### config.mk
export PLATFORM = sky130hd
export DESIGN_NAME = echo_feedback
export DESIGN_NICKNAME = d
export VERILOG_FILES = /design/src/rtl/echo_feedback.sv
export SDC_FILE = /design/constraint.sdc
export NUM_CORES = 1
export LEC_CHECK = 0
export BUFFER_PORTS_ARGS = -buffer_cell sky130_fd_sc_hd__buf_2
export CORE_MARGIN = 5
export CORE_UTILIZATION = 61
export DETAILED_ROUTE_END_ITERATION = 12
export PLACE_DENSITY = 0.82
export REMOVE_ABC_BUFFERS = 1
export SLEW_MARGIN = 25
export SYNTH_ARGS = -nofsm -noshare
export SYNTH_HDL_FRONTEND = slang
export SYNTH_SLANG_ARGS = --single-unit
### constraint.sdc
create_clock -name clk -period 5.65 [get_ports clk]
set_clock_uncertainty 0.2 [all_clocks]
set_input_delay 0.2825 -clock clk [delete_from_list [all_inputs] [get_ports clk]]
set_output_delay 0.2825 -clock clk [all_outputs]
set_load 0.05 [all_outputs]
### src/rtl/echo_feedback.sv
// rtl/echo_feedback.sv - single-tap feedback mixer driving an external fifo_delay line
module echo_feedback #(
    parameter int WIDTH      = 12,
    parameter int GAIN_WIDTH = 8,
    parameter int DROP_WIDTH = 8
) (
    input  logic                           clk,
    input  logic                           rstn,
    input  logic                           sample_valid,
    input  logic signed [WIDTH-1:0]        dry_in,
    input  logic        [GAIN_WIDTH-1:0]   gain,
    input  logic signed [WIDTH-1:0]        delayed_in,
    output logic signed [WIDTH-1:0]        fifo_in,
    output logic                           fifo_enable,
    output logic signed [WIDTH-1:0]        wet_out,
    output logic                           out_valid,
    output logic                           busy,
    output logic        [DROP_WIDTH-1:0]   drop_count
);
    localparam int PW = WIDTH + GAIN_WIDTH + 1;

    typedef enum logic [1:0] {IDLE, MULT, SUM, DONE} state_t;

    state_t                        state_q, state_d;
    logic signed [WIDTH-1:0]       dry_q, dry_d;
    logic signed [WIDTH-1:0]       del_q, del_d;
    logic        [GAIN_WIDTH-1:0]  gain_q, gain_d;
    logic signed [PW-1:0]          prod_q, prod_d;
    logic signed [WIDTH-1:0]       wet_q, wet_d;
    logic                          valid_q, valid_d;
    logic        [DROP_WIDTH-1:0]  drop_q, drop_d;

    logic                          accept;
    logic signed [PW-1:0]          scaled;
    logic        [WIDTH:0]         sum;

    always_comb begin
        state_d = state_q;
        dry_d   = dry_q;
        del_d   = del_q;
        gain_d  = gain_q;
        prod_d  = prod_q;
        wet_d   = wet_q;
        valid_d = 1'b0;
        drop_d  = drop_q;

        accept = sample_valid && (state_q == IDLE || state_q == DONE);
        // Arithmetic shift floors toward -inf; |scaled| < 2^(WIDTH-1) so WIDTH+1 bits hold the sum.
        scaled = prod_q >>> GAIN_WIDTH;
        sum    = {dry_q[WIDTH-1], dry_q} + scaled[WIDTH:0];

        if (accept) begin
            dry_d   = dry_in;
            del_d   = delayed_in;
            gain_d  = gain;
            state_d = MULT;
        end else if (state_q == DONE) begin
            state_d = IDLE;
        end

        case (state_q)
            MULT: begin
                prod_d  = $signed(PW'(del_q)) * $signed(PW'({1'b0, gain_q}));
                state_d = SUM;
            end
            SUM: begin
                if (sum[WIDTH] != sum[WIDTH-1])
                    wet_d = sum[WIDTH] ? {1'b1, {(WIDTH-1){1'b0}}} : {1'b0, {(WIDTH-1){1'b1}}};
                else
                    wet_d = sum[WIDTH-1:0];
                valid_d = 1'b1;
                state_d = DONE;
            end
            default: ;
        endcase

        if (sample_valid && busy && drop_q != {DROP_WIDTH{1'b1}})
            drop_d = drop_q + DROP_WIDTH'(1);
    end

    always_ff @(posedge clk or negedge rstn) begin
        if (!rstn) begin
            state_q <= IDLE;
            dry_q   <= '0;
            del_q   <= '0;
            gain_q  <= '0;
            prod_q  <= '0;
            wet_q   <= '0;
            valid_q <= 1'b0;
            drop_q  <= '0;
        end else begin
            state_q <= state_d;
            dry_q   <= dry_d;
            del_q   <= del_d;
            gain_q  <= gain_d;
            prod_q  <= prod_d;
            wet_q   <= wet_d;
            valid_q <= valid_d;
            drop_q  <= drop_d;
        end
    end

    assign busy        = (state_q == MULT) || (state_q == SUM);
    assign wet_out     = wet_q;
    assign fifo_in     = wet_q;
    assign out_valid   = valid_q;
    assign fifo_enable = valid_q;
    assign drop_count  = drop_q;

endmodule

==> run_results.csv, run 1 <==
group,metric,value,unit
timing,rsz0062_at_grt,"false",
worst_setup_path,critPathLaunchType,"register",
floorplanning,io_pins,70,
route,ant_nets,0,
worst_setup_path,crit_start,"gain_q[2]",
worst_setup_path,crit_cells,17,
worst_setup_path,path_max_fanout,13,
route,vias,4972,
cts,htree_levels,3,
worst_setup_path,crit_end,"prod_q[18]",
yosys,synth_ff_type,"dfrtp_1",
cells_and_area,num-fill-cells,766,
cells_and_area,syn_to_final_growth,13.5,%
min_path,min_path_type,"reg -> reg",
timing,worst_slew_pin_slew,887,ps
timing,setup_tns,0,ps
worst_setup_path,r2r-start,"gain_q[2]",
cells_and_area,nNetsFinal,928,
cts,numCtsBuffers,9,
cts,clk_pin_slew_worst_paths,90,ps
cts,cts.sinks,68,
worst_setup_path,end_kind,"register",
global_routing,grt.total_usage,0.248,
yosys,ys_seq_area_frac,0.253,
route,routed_wl,15.0,mm
floorplanning,fp.dieArea,0.0132,mm2
cells_and_area,diodes,0,
yosys,synth_area_leaders,"dfrtp_1 25%, fa_1 23%, ha_1 10%",
global_routing,overflow,0,
yosys,yosys_warnings,0,
worst_setup_path,slowest_delay,620,ps
yosys,synth_top_area_cell,"dfrtp_1",
timing,max_freq,188,MHz
cts,cts_tree,"built",
timing,finalMaxSlewViolations,0,
cts,clockBufferDepth,2,
route,drc,0,
cells_and_area,layout-drive-gt1-share,0.183,
worst_setup_path,slowest_stage,"fa_1",
status,status,"completed",
yosys,syn-cell-area,0.00673,mm2
worst_setup_path,crit_family,"adder cells",
yosys,synth-seq-cells,68,
yosys,async_flop_share,1.00,
yosys,synthCells,680,
route,wl_per_cell,16.6,um
route,viasPerCell,5.49,
worst_setup_path,path_class,"reg -> reg",
timing,slew_headroom,0.408,
route,drt-initial-drc-count,326,
floorplanning,dieWidth,115,um
floorplanning,initial_utilization,0.621,
global_routing,grt_pass1_wl,25.9,mm
worst_setup_path,reg2regPathDepth,17,
worst_setup_path,critPathArrivalTime,5370,ps
worst_setup_path,rr_endpoint,"prod_q[18]",
cts,insertion_delay,370,ps
timing,setup_viol,0,
global_routing,antenna_found_initial,0,
global_routing,grt_max_degree,69,
placed_design,gp_congestion,0.879,
placed_design,dp_hpwl,11.4,mm
worst_setup_path,worst_ep_required_time,5710,ps
cts,post-cts-setup-buffer-count,0,
global_routing,grt_pass1_vias,5594,
worst_setup_path,r2r_setup_slack,340,ps
yosys,ys_types,45,
route,firstDrtPassIters,5,
job,maxCapViolations,0,
yosys,syn_avg_cell_area,9.90,um2
timing,min_period_over_period,0.940,
timing,hold_viol,0,
yosys,synth_top_area_frac,0.253,
placed_design,port_buffers,69,
cts,root_buffer,"clkbuf_8",
worst_setup_path,crit_buf_inv,4,
timing,period_minus_slack,5310,ps
floorplanning,die_h,115,um
worst_setup_path,crit_chain,"and2_1 -> fa_1 -> inv_1 -> fa_1 -> inv_1 -> fa_1 -> inv_1 -> fa_1 -> inv_1 -> ha_1 -> o21a_1 -> o21ai_0 -> nor3_1 -> nor3_1 -> o211ai_1 -> xor2_1 -> mux2_2",
yosys,synth_enable_flop_cells,0,
floorplanning,coreArea,0.0108,mm2
floorplanning,fp-row-count,38,
## metrics by stage
| stage | setup slack, ps | area [um2] | util | hold WS [ps] | cells |
|---|---|---|---|---|---|
| after floorplan | 745 | 6540 | - | -213 | 644 |
| after global placement | 572 | 7080 | 0.653 | 283 | 856 |
| after detailed placement | 304 | 7080 | 0.653 | 294 | 856 |
| after CTS | 293 | 7630 | 0.704 | 306 | 906 |
| after global routing | 14.6 | 7640 | 0.704 | 327 | 906 |
| final | 337 | 7640 | 0.704 | 299 | 906 |
## worst min-delay path by stage
stage,to,slack [ps],depth (start not counted),startpoint
after floorplan,del_q[0],-210,0,rstn
after global placement,drop_count[6],280,1,drop_count[6]
after detailed placement,drop_count[6],290,1,drop_count[6]
after CTS,drop_count[6],310,1,drop_count[6]
after global routing,dry_q[4],330,1,dry_q[4]
final,drop_count[6],300,1,drop_count[6]
## cell usage after synthesis (4+ instances only)
| cell type | n |
|---|---|
| o211ai_1 | 4 |
| o21a_1 | 4 |
| fa_1 | 78 |
| nand2_1 | 60 |
| xor2_1 | 12 |
| and2_1 | 47 |
| a21oi_1 | 35 |
| inv_1 | 128 |
| o31ai_1 | 4 |
| buf_4 | 13 |
| mux2_2 | 42 |
| nand3_1 | 5 |
| xnor2_1 | 23 |
| ha_1 | 54 |
| dfrtp_1 | 68 |
| a21o_1 | 9 |
| o21ai_0 | 10 |
| nand4_1 | 5 |
| o22ai_1 | 12 |
| clkbuf_1 | 18 |
| nor2_1 | 14 |
## final cells by class
type / instances / area, um2 / share of cell area
multi-input combinational: 448 / 4360 / 0.571
clock buffer: 9 / 124 / 0.0162
inverter: 128 / 480 / 0.0629
tap: 140 / 175 / 0.0229
clock inverter: 7 / 82.6 / 0.0108
timing repair buffer: 106 / 708 / 0.0927
sequential: 68 / 1700 / 0.223
## repair_timing
item                                    in CTS  in global routing
resized for setup                            0                  1
hold endpoints to repair                   101                  0
endpoints found under the setup margin       0                  1
hold buffers                                34                  0
## metal layers
metal / vias to the layer above / track usage / share of wire
li1: 2309 / - / -
met1: 2457 / 0.297 / 0.40
met2: 171 / 0.454 / 0.53
met3: 35 / 0.0426 / 0.049
met4: 0 / 0.0767 / 0.022
met5: - / 0 / 0
## flip-flops by register name, summed over array words and instances (netlist names)
register	cells
state_q	2
prod_q	13
dry_q	12
fifo_enable	1
del_q	12
drop_count	8
gain_q	8
fifo_in	12
## cells by family after synthesis
| family | synth area share |
|---|---|
| compound gates | 0.0911 |
| flops | 0.253 |
| mux | 0.0703 |
| fa+ha+maj | 0.332 |
| buf+inv | 0.100 |
| xor+xnor | 0.0480 |
| simple gates | 0.105 |
## cells in the final DEF (no fill, tap or decap), types with 3 or more instances in the layout
master,synthesis,layout
mux2_2,42,42
and2_1,47,47
buf_4,13,3
clkbuf_8,0,9
nand2b_1,3,3
buf_2,1,69
ha_1,54,54
inv_6,0,3
o22ai_1,12,12
nor3_1,3,3
o21a_1,4,4
nand2_1,60,60
nor2_1,14,14
o211ai_1,4,4
inv_1,128,128
o21ai_0,10,10
a21o_1,9,9
nor2b_1,3,3
a21oi_1,35,35
dlygate4sd3_1,0,34
o31ai_1,4,4
nand3_1,5,5
xor2_1,12,12
nand4_1,5,5
dfrtp_1,68,67
xnor2_1,23,22
fa_1,78,78
Power of run 1 is left out: the tool's default activity adds up to more than one toggle a clock period on the data nets, which glitch-free logic cannot reach.
==> inputs of run 2 (changes only) <==
==> constraint.sdc (replaced) <==
create_clock -name clk -period 5.65 [get_ports clk]
set_clock_uncertainty 0.2 [all_clocks]
set_input_delay 0.8475 -clock clk [delete_from_list [all_inputs] [get_ports clk]]
set_output_delay 0.8475 -clock clk [all_outputs]
set_load 0.05 [all_outputs]
==> run 2 against run 1 <==
- critical path depth did not move
- worst hold slack improved by 11 ps
- clock-buffer cell count did not move
- via count fell by 2.7%
- die area did not move
- critical path type unchanged
- highest routed layer unchanged
==> run_results.csv, run 2 (synthesis gave the netlist of run 1 again) <==
group,metric,value,unit
timing,finalMaxSlewViolations,0,
cts,clockBufferDepth,2,
cells_and_area,regMostFlops,"prod_q",
route,ant_nets,0,
timing,worst_slew_pin_slew,891,ps
worst_setup_path,critPathArrivalTime,5380,ps
cts,cts_tree,"built",
timing,slew_headroom,0.406,
cells_and_area,num-fill-cells,823,
floorplanning,io_pins,70,
cells_and_area,largest_register_ff_count,13,
global_routing,overflow,0,
cells_and_area,diodes,0,
floorplanning,die_h,115,um
cells_and_area,final_common_cell,"inv_1",
cells_and_area,final-seq-area,0.00170,mm2
global_routing,grt_pass1_vias,5420,
floorplanning,fp-row-count,38,
cts,root_buffer,"clkbuf_8",
timing,setup_viol,0,
cts,cts.sinks,68,
timing,rsz0062_at_grt,"false",
cells_and_area,multiInputGateArea,0.00436,mm2
timing,setup_tns,0,ps
status,status,"completed",
cts,numCtsBuffers,9,
cells_and_area,final_util,0.673,
cts,clk_pin_slew_worst_paths,90,ps
route,drt-initial-drc-count,283,
floorplanning,initial_utilization,0.621,
cells_and_area,nNetsFinal,894,
timing,period_minus_slack,5320,ps
worst_setup_path,path_max_fanout,13,
worst_setup_path,end_kind,"register",
global_routing,grt.total_usage,0.241,
global_routing,grt_max_degree,69,
min_path,min_path_type,"reg -> reg",
placed_design,gp_congestion,0.879,
floorplanning,fp.dieArea,0.0132,mm2
cells_and_area,layout_common_cells,"128 x inv_1, 78 x fa_1, 69 x buf_2",
placed_design,dp_hpwl,11.4,mm
timing,hold_viol,0,
placed_design,port_buffers,69,
global_routing,antenna_found_initial,0,
timing,min_period_over_period,0.942,
worst_setup_path,path_class,"reg -> reg",
route,firstDrtPassIters,5,
route,viasPerCell,5.55,
cts,insertion_delay,360,ps
timing,max_freq,188,MHz
floorplanning,coreArea,0.0108,mm2
route,vias,4839,
floorplanning,dieWidth,115,um
route,wl_per_cell,16.7,um
global_routing,grt_pass1_wl,25.3,mm
route,drc,0,
cells_and_area,layout-drive-gt1-share,0.191,
worst_setup_path,critPathLaunchType,"register",
cells_and_area,syn_to_final_growth,8.40,%
worst_setup_path,worst_ep_required_time,5710,ps
job,maxCapViolations,0,
route,routed_wl,14.6,mm
cts,htree_levels,3,
run 2: through the flow:
stage                     instances  hold WS [ps]  area [um2]  setup WS, ps
after floorplan                 644           285        6540           745
after global placement          856           283        7080           572
after detailed placement        856           294        7080           304
after CTS                       872           306        7290           293
after global routing            872           327        7300          14.6
final                           872           310        7300           328
run 2: area by class of cell:
| cell class | instances | area share |
|---|---|---|
| clock buffers | 9 | 0.0170 |
| inverters | 128 | 0.0659 |
| repair buffers | 72 | 0.0504 |
| clock inverters | 7 | 0.0113 |
| multi-input cells | 448 | 0.598 |
| flip-flops and latches | 68 | 0.233 |
| well taps | 140 | 0.0240 |
run 2: what timing repair did:
action / 4_1_cts / 5_1_grt
endpoints found under the setup margin: 0 / 1
hold buffers: 0 / 0
setup buffers: 0 / 0
resized for setup: 0 / 1
run 2: layer usage:
layer / part of all wire / vias to the layer above / global-route usage / wire length (um)
met1: 0.40 / 2413 / 0.296 / 5840
met3: 0.052 / 32 / 0.0426 / 756
met4: 0.022 / 0 / 0.0775 / 319
met2: 0.53 / 153 / 0.432 / 7670
met5: 0 / - / 0 / 0
li1: - / 2241 / - / -
run 2: worst max-delay path: stages (launching register included):
cell and delay, ps:
dfrtp_1 500, and2_1 220, fa_1 620, inv_1 170, fa_1 570, inv_1 50, fa_1 470, inv_1 60
fa_1 520, inv_1 40, ha_1 330, o21a_1 210, o21ai_0 330, nor3_1 120, nor3_1 270, o211ai_1 130
xor2_1 150, mux2_2 270
run 2: worst paths after layout:
kind | from | end | slack, ps | depth (start not counted)
min in group asynchronous | rstn | fifo_enable | 480 | 2
hold / removal | drop_count[6] | drop_count[6] | 310 | 1
setup reg to reg | gain_q[2] | prod_q[18] | 330 | 17
max in group asynchronous | rstn | gain_q[1] | 4140 | 2
setup / recovery | gain_q[2] | prod_q[18] | 330 | 17
hold reg to reg | drop_count[6] | drop_count[6] | 310 | 1
Power of run 2 is left out for the same reason.
==> inputs of run 3 (changes only) <==
--- a/config.mk
+++ b/config.mk
@@ -6,11 +6,12 @@
 export NUM_CORES = 1
 export LEC_CHECK = 0
 export BUFFER_PORTS_ARGS = -buffer_cell sky130_fd_sc_hd__buf_2
+export CELL_PAD_IN_SITES_DETAIL_PLACEMENT = 1
+export CELL_PAD_IN_SITES_GLOBAL_PLACEMENT = 2
 export CORE_MARGIN = 5
-export CORE_UTILIZATION = 61
+export CORE_UTILIZATION = 39
 export DETAILED_ROUTE_END_ITERATION = 12
-export PLACE_DENSITY = 0.82
-export REMOVE_ABC_BUFFERS = 1
+export PLACE_DENSITY_LB_ADDON = 0.1
 export SLEW_MARGIN = 25
 export SYNTH_ARGS = -nofsm -noshare
 export SYNTH_HDL_FRONTEND = slang
==> run 3 against run 2 <==
- die area grew 51%
- worst hold slack lost 22 ps
- worst setup slack lost 49 ps
- fmax shrank 0.90%
- flip-flop and latch count is the same
==> run_results.csv, run 3 (synthesis gave the netlist of run 1 again) <==
group,metric,value,unit
route,viasPerCell,4.98,
global_routing,overflow,0,
placed_design,gp_congestion,0.787,
cells_and_area,diodes,0,
floorplanning,fp.dieArea,0.0200,mm2
cts,cts.sinks,68,
floorplanning,fp-row-count,48,
worst_setup_path,slowest_stage,"fa_1",
route,wl_per_cell,16.4,um
placed_design,port_buffers,69,
timing,setup_viol,0,
route,ant_nets,0,
worst_setup_path,crit_chain,"and2_1 -> fa_1 -> inv_1 -> fa_1 -> inv_1 -> fa_1 -> inv_1 -> fa_1 -> inv_1 -> ha_1 -> a21oi_1 -> o21ai_0 -> a221o_1 -> a21o_1 -> a41oi_1 -> xnor2_1 -> a21oi_1",
cts,clockBufferDepth,2,
cts,postCtsHoldBufs,0,
route,routed_wl,15.7,mm
floorplanning,initial_utilization,0.393,
timing,hold_viol,0,
min_path,min_path_type,"reg -> reg",
global_routing,grt_pass1_vias,5467,
cells_and_area,nNetsFinal,894,
timing,period_minus_slack,5370,ps
timing,min_period_over_period,0.950,
cts,clk_pin_slew_worst_paths,60,ps
floorplanning,coreArea,0.0171,mm2
route,drt-initial-drc-count,184,
cts,post-cts-setup-buffer-count,0,
global_routing,grt_pass1_wl,27.6,mm
cts,htree_levels,3,
global_routing,antenna_found_initial,0,
timing,max_freq,186,MHz
cells_and_area,layout-drive-gt1-share,0.189,
route,drc,0,
floorplanning,io_pins,70,
cells_and_area,syn_to_final_growth,11.7,%
worst_setup_path,critPathArrivalTime,5360,ps
worst_setup_path,critPathLaunchType,"register",
worst_setup_path,slowest_delay,590,ps
timing,finalMaxSlewViolations,0,
cells_and_area,regMostFlops,"prod_q",
yosys,syn_nets,847,
status,status,"completed",
floorplanning,die_h,141,um
cts,cts_tree,"built",
global_routing,grt.total_usage,0.171,
cts,insertion_delay,340,ps
timing,setup_tns,0,ps
worst_setup_path,crit_family,"adder cells",
worst_setup_path,end_kind,"register",
placed_design,dp_hpwl,12.7,mm
timing,rsz0062_at_grt,"false",
route,vias,4762,
cts,cts_resized,0,
cts,root_buffer,"clkbuf_16",
worst_setup_path,path_max_fanout,13,
worst_setup_path,crit_buf_inv,4,
timing,worst_slew_pin_slew,871,ps
worst_setup_path,worst_ep_required_time,5640,ps
job,maxCapViolations,0,
timing,slew_headroom,0.418,
timing,hold_slack,288,ps
global_routing,grt_max_degree,46,
cells_and_area,layout_common_cells,"128 x inv_1, 78 x fa_1, 68 x dfrtp_1, 68 x buf_2, 60 x nand2_1",
cells_and_area,largest_register_ff_count,13,
cts,numCtsBuffers,9,
cells_and_area,final_common_cell,"inv_1",
worst_setup_path,path_class,"reg -> reg",
floorplanning,dieWidth,141,um
route,firstDrtPassIters,4,
run 3: layer usage:
metal | track usage | vias up | wire length, um
met2 | 0.303 | 63 | 8160
met4 | 0.0337 | 0 | 148
met5 | 0 | - | 0
li1 | - | 2239 | -
met1 | 0.226 | 2452 | 6930
met3 | 0.0233 | 8 | 445
run 3: final cells by class:
| class | count | area [um2] |
|---|---|---|
| clock inverter | 6 | 88.8 |
| fill | 1929 | 9600 |
| timing repair buffer | 72 | 370 |
| tap | 225 | 282 |
| sequential | 68 | 1700 |
| clock buffer | 10 | 229 |
| multi-input combinational | 448 | 4360 |
| inverter | 128 | 480 |
run 3: final timing paths:
kind	startpoint	end	slack, ps	cells after the start
max	gain_q[1]	prod_q[20]	280	17
min	drop_count[7]	drop_count[7]	290	1
max reg2reg	gain_q[1]	prod_q[20]	280	17
min reg2reg	drop_count[7]	drop_count[7]	290	1
max in group asynchronous	rstn	prod_q[13]	4140	2
min in group asynchronous	rstn	del_q[6]	330	1
run 3: worst reg2reg max path, stage by stage, from the launching register on:
cell     delay (ps)
dfrtp_1         540
and2_1          260
fa_1            590
inv_1           170
fa_1            560
inv_1            50
fa_1            490
inv_1            60
fa_1            530
inv_1            40
ha_1            340
a21oi_1         200
o21ai_0         200
a221o_1         380
a21o_1          170
a41oi_1         190
xnor2_1         150
a21oi_1          80
run 3: stage by stage:
step / worst slack [ps] / utilization / cell area [um2] / cells
CTS: 201 / 0.439 / 7510 / 957
detailed placement: 270 / 0.420 / 7200 / 941
floorplan: 693 / - / 6730 / 680
global route: 16.1 / 0.439 / 7510 / 957
finish: 280 / 0.439 / 7510 / 957
global placement: 470 / 0.420 / 7190 / 941
Power of run 3 is left out for the same reason.
